**config.mk**
```make
export PLATFORM = sky130hd
export DESIGN_NAME = iob_clint
export DESIGN_NICKNAME = d
export VERILOG_FILES = /design/src/rtl/iob_clint.sv
export SDC_FILE = /design/constraint.sdc
export NUM_CORES = 1
export LEC_CHECK = 0
export BUFFER_PORTS_ARGS = -buffer_cell sky130_fd_sc_hd__buf_2
export CAP_MARGIN = 20
export CORE_UTILIZATION = 45
export CTS_CLUSTER_DIAMETER = 120
export DETAILED_ROUTE_END_ITERATION = 12
export HOLD_SLACK_MARGIN = 0.02
export PLACE_DENSITY = 0.68
export SLEW_MARGIN = 30
export SYNTH_ARGS = -nofsm -noshare
export SYNTH_HDL_FRONTEND = slang
export SYNTH_SLANG_ARGS = --single-unit
```
**constraint.sdc**
```tcl
create_clock -name clk -period 3.6 [get_ports clk]
set_input_delay 0.54 -clock clk [delete_from_list [all_inputs] [get_ports clk]]
set_output_delay 0.54 -clock clk [all_outputs]
set_load 0.01 [all_outputs]
```
**src/rtl/iob_clint.sv**
```systemverilog
// Core-local interruptor: MSIP/MTIMECMP per hart plus a prescaled 64-bit MTIME, on a native slave bus.
// Registers are 32 bits wide; DATA_W must be at least 32 and ADDR_W at least 16.
module iob_clint #(
    parameter int N_CORES  = 1,
    parameter int ADDR_W   = 16,
    parameter int DATA_W   = 32,
    parameter int PRESCALE = 1
) (
    input  logic                  clk,
    input  logic                  rst,
    input  logic                  valid,
    input  logic [ADDR_W-1:0]     address,
    input  logic [DATA_W-1:0]     wdata,
    input  logic [DATA_W/8-1:0]   wstrb,
    output logic [DATA_W-1:0]     rdata,
    output logic                  ready,
    output logic [N_CORES-1:0]    mtip,
    output logic [N_CORES-1:0]    msip
);

    localparam int               PRE_W   = (PRESCALE > 1) ? $clog2(PRESCALE) : 1;
    localparam logic [PRE_W-1:0] PRE_MAX = PRE_W'(PRESCALE - 1);

    logic                 r_ready;
    logic [31:0]          r_rdata;
    logic [63:0]          r_mtime;
    logic [PRE_W-1:0]     r_pre;
    logic [N_CORES-1:0]   r_msip;
    logic [N_CORES-1:0]   r_mtip;
    logic [63:0]          r_mtimecmp [N_CORES];

    logic                 w_accept;
    logic                 w_we;
    logic                 w_upper_ok;
    logic [13:0]          w_word;
    logic [31:0]          w_wd;
    logic [3:0]           w_ws;
    logic                 w_sel_msip;
    logic                 w_sel_cmp;
    logic                 w_sel_mtlo;
    logic                 w_sel_mthi;
    logic [3:0]           w_msip_idx;
    logic [3:0]           w_cmp_idx;
    logic                 w_cmp_hi;
    logic                 w_inc;
    logic                 w_mt_wr;
    logic [63:0]          w_mtime_inc;
    logic [63:0]          w_mtime_nxt;
    logic [31:0]          w_rval;
    logic                 w_unused;

    function automatic logic [31:0] f_merge(input logic [31:0] old_v, input logic [31:0] new_v,
                                            input logic [3:0] strb);
        logic [31:0] res;
        res = old_v;
        for (int i = 0; i < 4; i++) begin
            if (strb[i]) res[8*i +: 8] = new_v[8*i +: 8];
        end
        return res;
    endfunction

    assign w_accept   = valid & ~r_ready;
    assign w_we       = w_accept & (|wstrb);
    assign w_wd       = wdata[31:0];
    assign w_ws       = wstrb[3:0];
    assign w_unused   = ^address[1:0];

    // Word-granular decode; any address bit above the 64 KiB window makes the access unmapped.
    assign w_upper_ok = ((address >> 16) == '0);
    assign w_word     = address[15:2];
    assign w_sel_msip = w_upper_ok && (w_word[13:4] == 10'h000);
    assign w_sel_cmp  = w_upper_ok && (w_word[13:5] == 9'h080);
    assign w_sel_mtlo = w_upper_ok && (w_word == 14'h2FFE);
    assign w_sel_mthi = w_upper_ok && (w_word == 14'h2FFF);
    assign w_msip_idx = w_word[3:0];
    assign w_cmp_idx  = w_word[4:1];
    assign w_cmp_hi   = w_word[0];

    assign w_inc       = (r_pre == PRE_MAX);
    assign w_mt_wr     = w_we && (w_sel_mtlo || w_sel_mthi);
    assign w_mtime_inc = r_mtime + 64'(w_inc);

    // Written lanes override the incremented value; unwritten lanes and the other half keep it.
    always_comb begin
        w_mtime_nxt = w_mtime_inc;
        if (w_we && w_sel_mtlo) w_mtime_nxt[31:0]  = f_merge(w_mtime_inc[31:0], w_wd, w_ws);
        if (w_we && w_sel_mthi) w_mtime_nxt[63:32] = f_merge(w_mtime_inc[63:32], w_wd, w_ws);
    end

    always_comb begin
        w_rval = '0;
        if (w_sel_mtlo) w_rval = r_mtime[31:0];
        if (w_sel_mthi) w_rval = r_mtime[63:32];
        for (int h = 0; h < N_CORES; h++) begin
            if (w_sel_msip && (w_msip_idx == 4'(h))) w_rval = {31'b0, r_msip[h]};
            if (w_sel_cmp && (w_cmp_idx == 4'(h)))
                w_rval = w_cmp_hi ? r_mtimecmp[h][63:32] : r_mtimecmp[h][31:0];
        end
    end

    always_ff @(posedge clk) begin
        if (rst) begin
            r_ready <= 1'b0;
            r_rdata <= '0;
            r_mtime <= '0;
            r_pre   <= '0;
            r_msip  <= '0;
            r_mtip  <= '0;
            for (int h = 0; h < N_CORES; h++) r_mtimecmp[h] <= '1;
        end else begin
            r_ready <= w_accept;
            r_rdata <= (w_accept && !(|wstrb)) ? w_rval : 32'h0;
            r_mtime <= w_mtime_nxt;
            r_pre   <= (w_mt_wr || w_inc) ? '0 : r_pre + PRE_W'(1);
            for (int h = 0; h < N_CORES; h++) begin
                if (w_we && w_sel_msip && (w_msip_idx == 4'(h)) && w_ws[0]) r_msip[h] <= w_wd[0];
                if (w_we && w_sel_cmp && (w_cmp_idx == 4'(h))) begin
                    if (w_cmp_hi)
                        r_mtimecmp[h][63:32] <= f_merge(r_mtimecmp[h][63:32], w_wd, w_ws);
                    else
                        r_mtimecmp[h][31:0]  <= f_merge(r_mtimecmp[h][31:0], w_wd, w_ws);
                end
                // Compare current register values, giving one cycle of latency after any update.
                r_mtip[h] <= (r_mtime >= r_mtimecmp[h]);
            end
        end
    end

    assign ready = r_ready;
    assign rdata = DATA_W'(r_rdata);
    assign mtip  = r_mtip;
    assign msip  = r_msip;

endmodule

```
==> results.toml <==
[floorplan]
die_y_um = 148
io-pin-count = 90
start_util_pct = 46.6
die_w_um = 148
die-area_um2 = 21800
rows = 52
fp.coreArea_um2 = 20500

[clock_tree]
clockRootBuffer = "clkbuf_16"
tritoncts = "built"
htreeDepth = 4
cts_hold_buf = 0
cts_buffers = 17
path_clk_slew_ps = 60
clock_latency_ps = 430
cts_resized = 0
cts_setup_buffers = 0
clock_path_buffers = 2
cts_sinks = 164

[synthesis]
synthTopCellsByArea = "dfxtp_1 (21%), edfxtp_1 (20%), ha_1 (8.7%)"
avgSynthCellArea_um2 = 9.14
synth-async-reset-ratio_pct = 0
synth_ff_type = "dfxtp_1"
syn_nets = 1165
synth_edf_count = 64
syn_inst = 1044
synth_seq_cells = 164
synth_top_area_share_pct = 21.0
synth_most_common_cell = "nor2_1"
yosysTopAreaCell = "dfxtp_1"
yosysWarnings = 0
ys_seq_area_share_pct = 41.1
synthesis.area_um2 = 9540
synthDistinctLibCells = 51
ys_top_cells_by_count = "nor2_1 (109), inv_1 (101), dfxtp_1 (100), o21ai_0 (79), ha_1 (66)"

[finish]
drive_above_1_share_pct = 13.1
area_growth_syn_to_layout_pct = 13.3
finalNonFillerCells = 1398
n_fill_cell = 1854
final_nets = 1234

[global_route]
grt_pass1_wl_um = 40800
grt-ovfl-total = 0
grt_pass1_vias = 7480
grt_usage_pct = 24.6
antenna_found_initial = 3
grt_start_max_net_pins = 72

[worst_hold_path]
hold_path.class = "primary input to register"
hold_path_depth = 2

[timing]
worstMarginPinSlew_ps = 741
slew_viol_final = 0
fin_worst_hold_slack_ps = 391
finalClockSkew_ps = 5.73
relSlewSlack_pct = 50.6
timing.final.crit_period_ps = 2570
setup_tns_ps = 0
final.period_utilization_pct = 71.5
setup_viol = 0
max_freq_mhz = 388
hold_viol = 0
rsz0062_at_grt = "false"

[drt]
drt-wirelength-per-cell_um = 18.5
num_vias = 8074
viasPerCell = 5.78
drt_wl_total_um = 25900
ant_nets = 0
drt_iter0_drc = 653
drc = 0
drtPass1Iterations = 5

[run]
drv_cap = 0

[critical_path]
crit_required_ps = 3930
arrival_ps = 2910
worstPathMaxFanout = 10
start_kind = "register"
crit_type = "register to register"
worstSetupEndpointType = "register"
reg2reg_depth = 7

[place]
place_congestion = 0.867
port-buffer-count = 87
dp_hpwl_um = 18100
placed_cells = 1364

[power]
p_leak_nw = 4.73
peakVddDrop_mv = 0.265
p_per_area_nw_per_um2 = 361

[outcome]
status = "complete, no violations"
-- cell usage in the layout (no fill, tap or decap), types with 9 or more instances in the layout --
cell	synthesis	final
dfxtp_1	100	100
nor4_1	18	17
clkbuf_16	0	17
buf_2	6	86
nand2_1	50	50
inv_1	101	101
nor3_1	10	10
xor2_1	33	33
nand3_1	39	39
ha_1	66	66
a21oi_1	27	27
xnor2_1	25	25
a21o_1	10	10
edfxtp_1	64	64
and3_1	9	9
nor2_1	109	109
a211oi_1	46	46
mux2i_1	64	64
buf_4	0	18
nand4_1	37	37
o21ai_0	79	79
o22a_1	31	31
and4_1	11	11
-- registers in the layout (all words and copies together), names as in the netlist --
name / count
r_pre: 1
msip: 1
r_mtime: 64
ready: 1
r_mtimecmp: 64
rdata: 32
mtip: 1
-- path summary, 6_finish.rpt --
kind,startpoint,to,slack [ps]
min reg2reg,msip$_SDFFE_PP0P_,msip$_SDFFE_PP0P_,530
max,r_mtime[16]$_SDFF_PP0_,r_mtime[57]$_SDFF_PP0_,1030
min,wdata[22],r_mtime[54]$_SDFF_PP0_,390
max reg2reg,r_mtime[16]$_SDFF_PP0_,r_mtime[57]$_SDFF_PP0_,1030
-- where the power goes --
group	total, W	switching (W)	internal, W
registers	0.00194	0.00000541	0.00193
logic	0.000186	0.000125	0.0000604
clock network	0.00178	0.000751	0.00103
-- through the flow --
| step | area (um2) | utilization, % | setup WS, ps | total power [W] |
|---|---|---|---|---|
| after global placement | 10200 | 50.0 | 858 | 0.00216 |
| after CTS | 10800 | 52.7 | 1080 | 0.00392 |
| after floorplan | 9540 | - | 1280 | 0.00207 |
| final | 10800 | 52.8 | 1030 | 0.00391 |
| after global routing | 10800 | 52.8 | 832 | 0.00402 |
| after detailed placement | 10200 | 50.0 | 838 | 0.00216 |
-- worst max-delay path: stages (launching register included) --
cell and delay, ps:
dfxtp_1 470, and4_1 480, nand2_2 220, nor4_4 190, buf_4 250, nand4_2 220, or3_1 390, a311oi_1 250
-- cell type report --
class | count | area (um2) | area share (%)
clock buffers | 22 | 454 | 4.20
repair buffers | 105 | 577 | 5.33
clock inverters | 10 | 108 | 0.995
multi-input cells | 724 | 5030 | 46.5
flip-flops and latches | 164 | 3920 | 36.3
inverters | 101 | 379 | 3.50
well taps | 270 | 338 | 3.12
diodes | 2 | 5.00 | 0.0463
-- per-layer routing --
metal  vias up  wire length (um)  GRT usage (%)
met3        46              1940           3.40
met1      3794             11800           34.8
met4         2               665           9.28
met5         -                16              0
met2       321             11500           38.1
li1       3911                 -              -
-- cell families (layout without fill, tap and decap cells) --
logic type                 Yosys count  count (layout)  synth area share (%)
muxes                               64              64                  6.71
other                                1               3                0.0393
adders and majority gates           66              66                  8.65
buffers and inverters              156             238                  6.21
xor gates and xnor gates            58              58                  5.32
and+or+nand+nor                    313             313                  16.5
DFF                                164             164                  41.1
AOI/OAI and AO/OA                  222             222                  15.4
(Power assumes the default switching activity.)
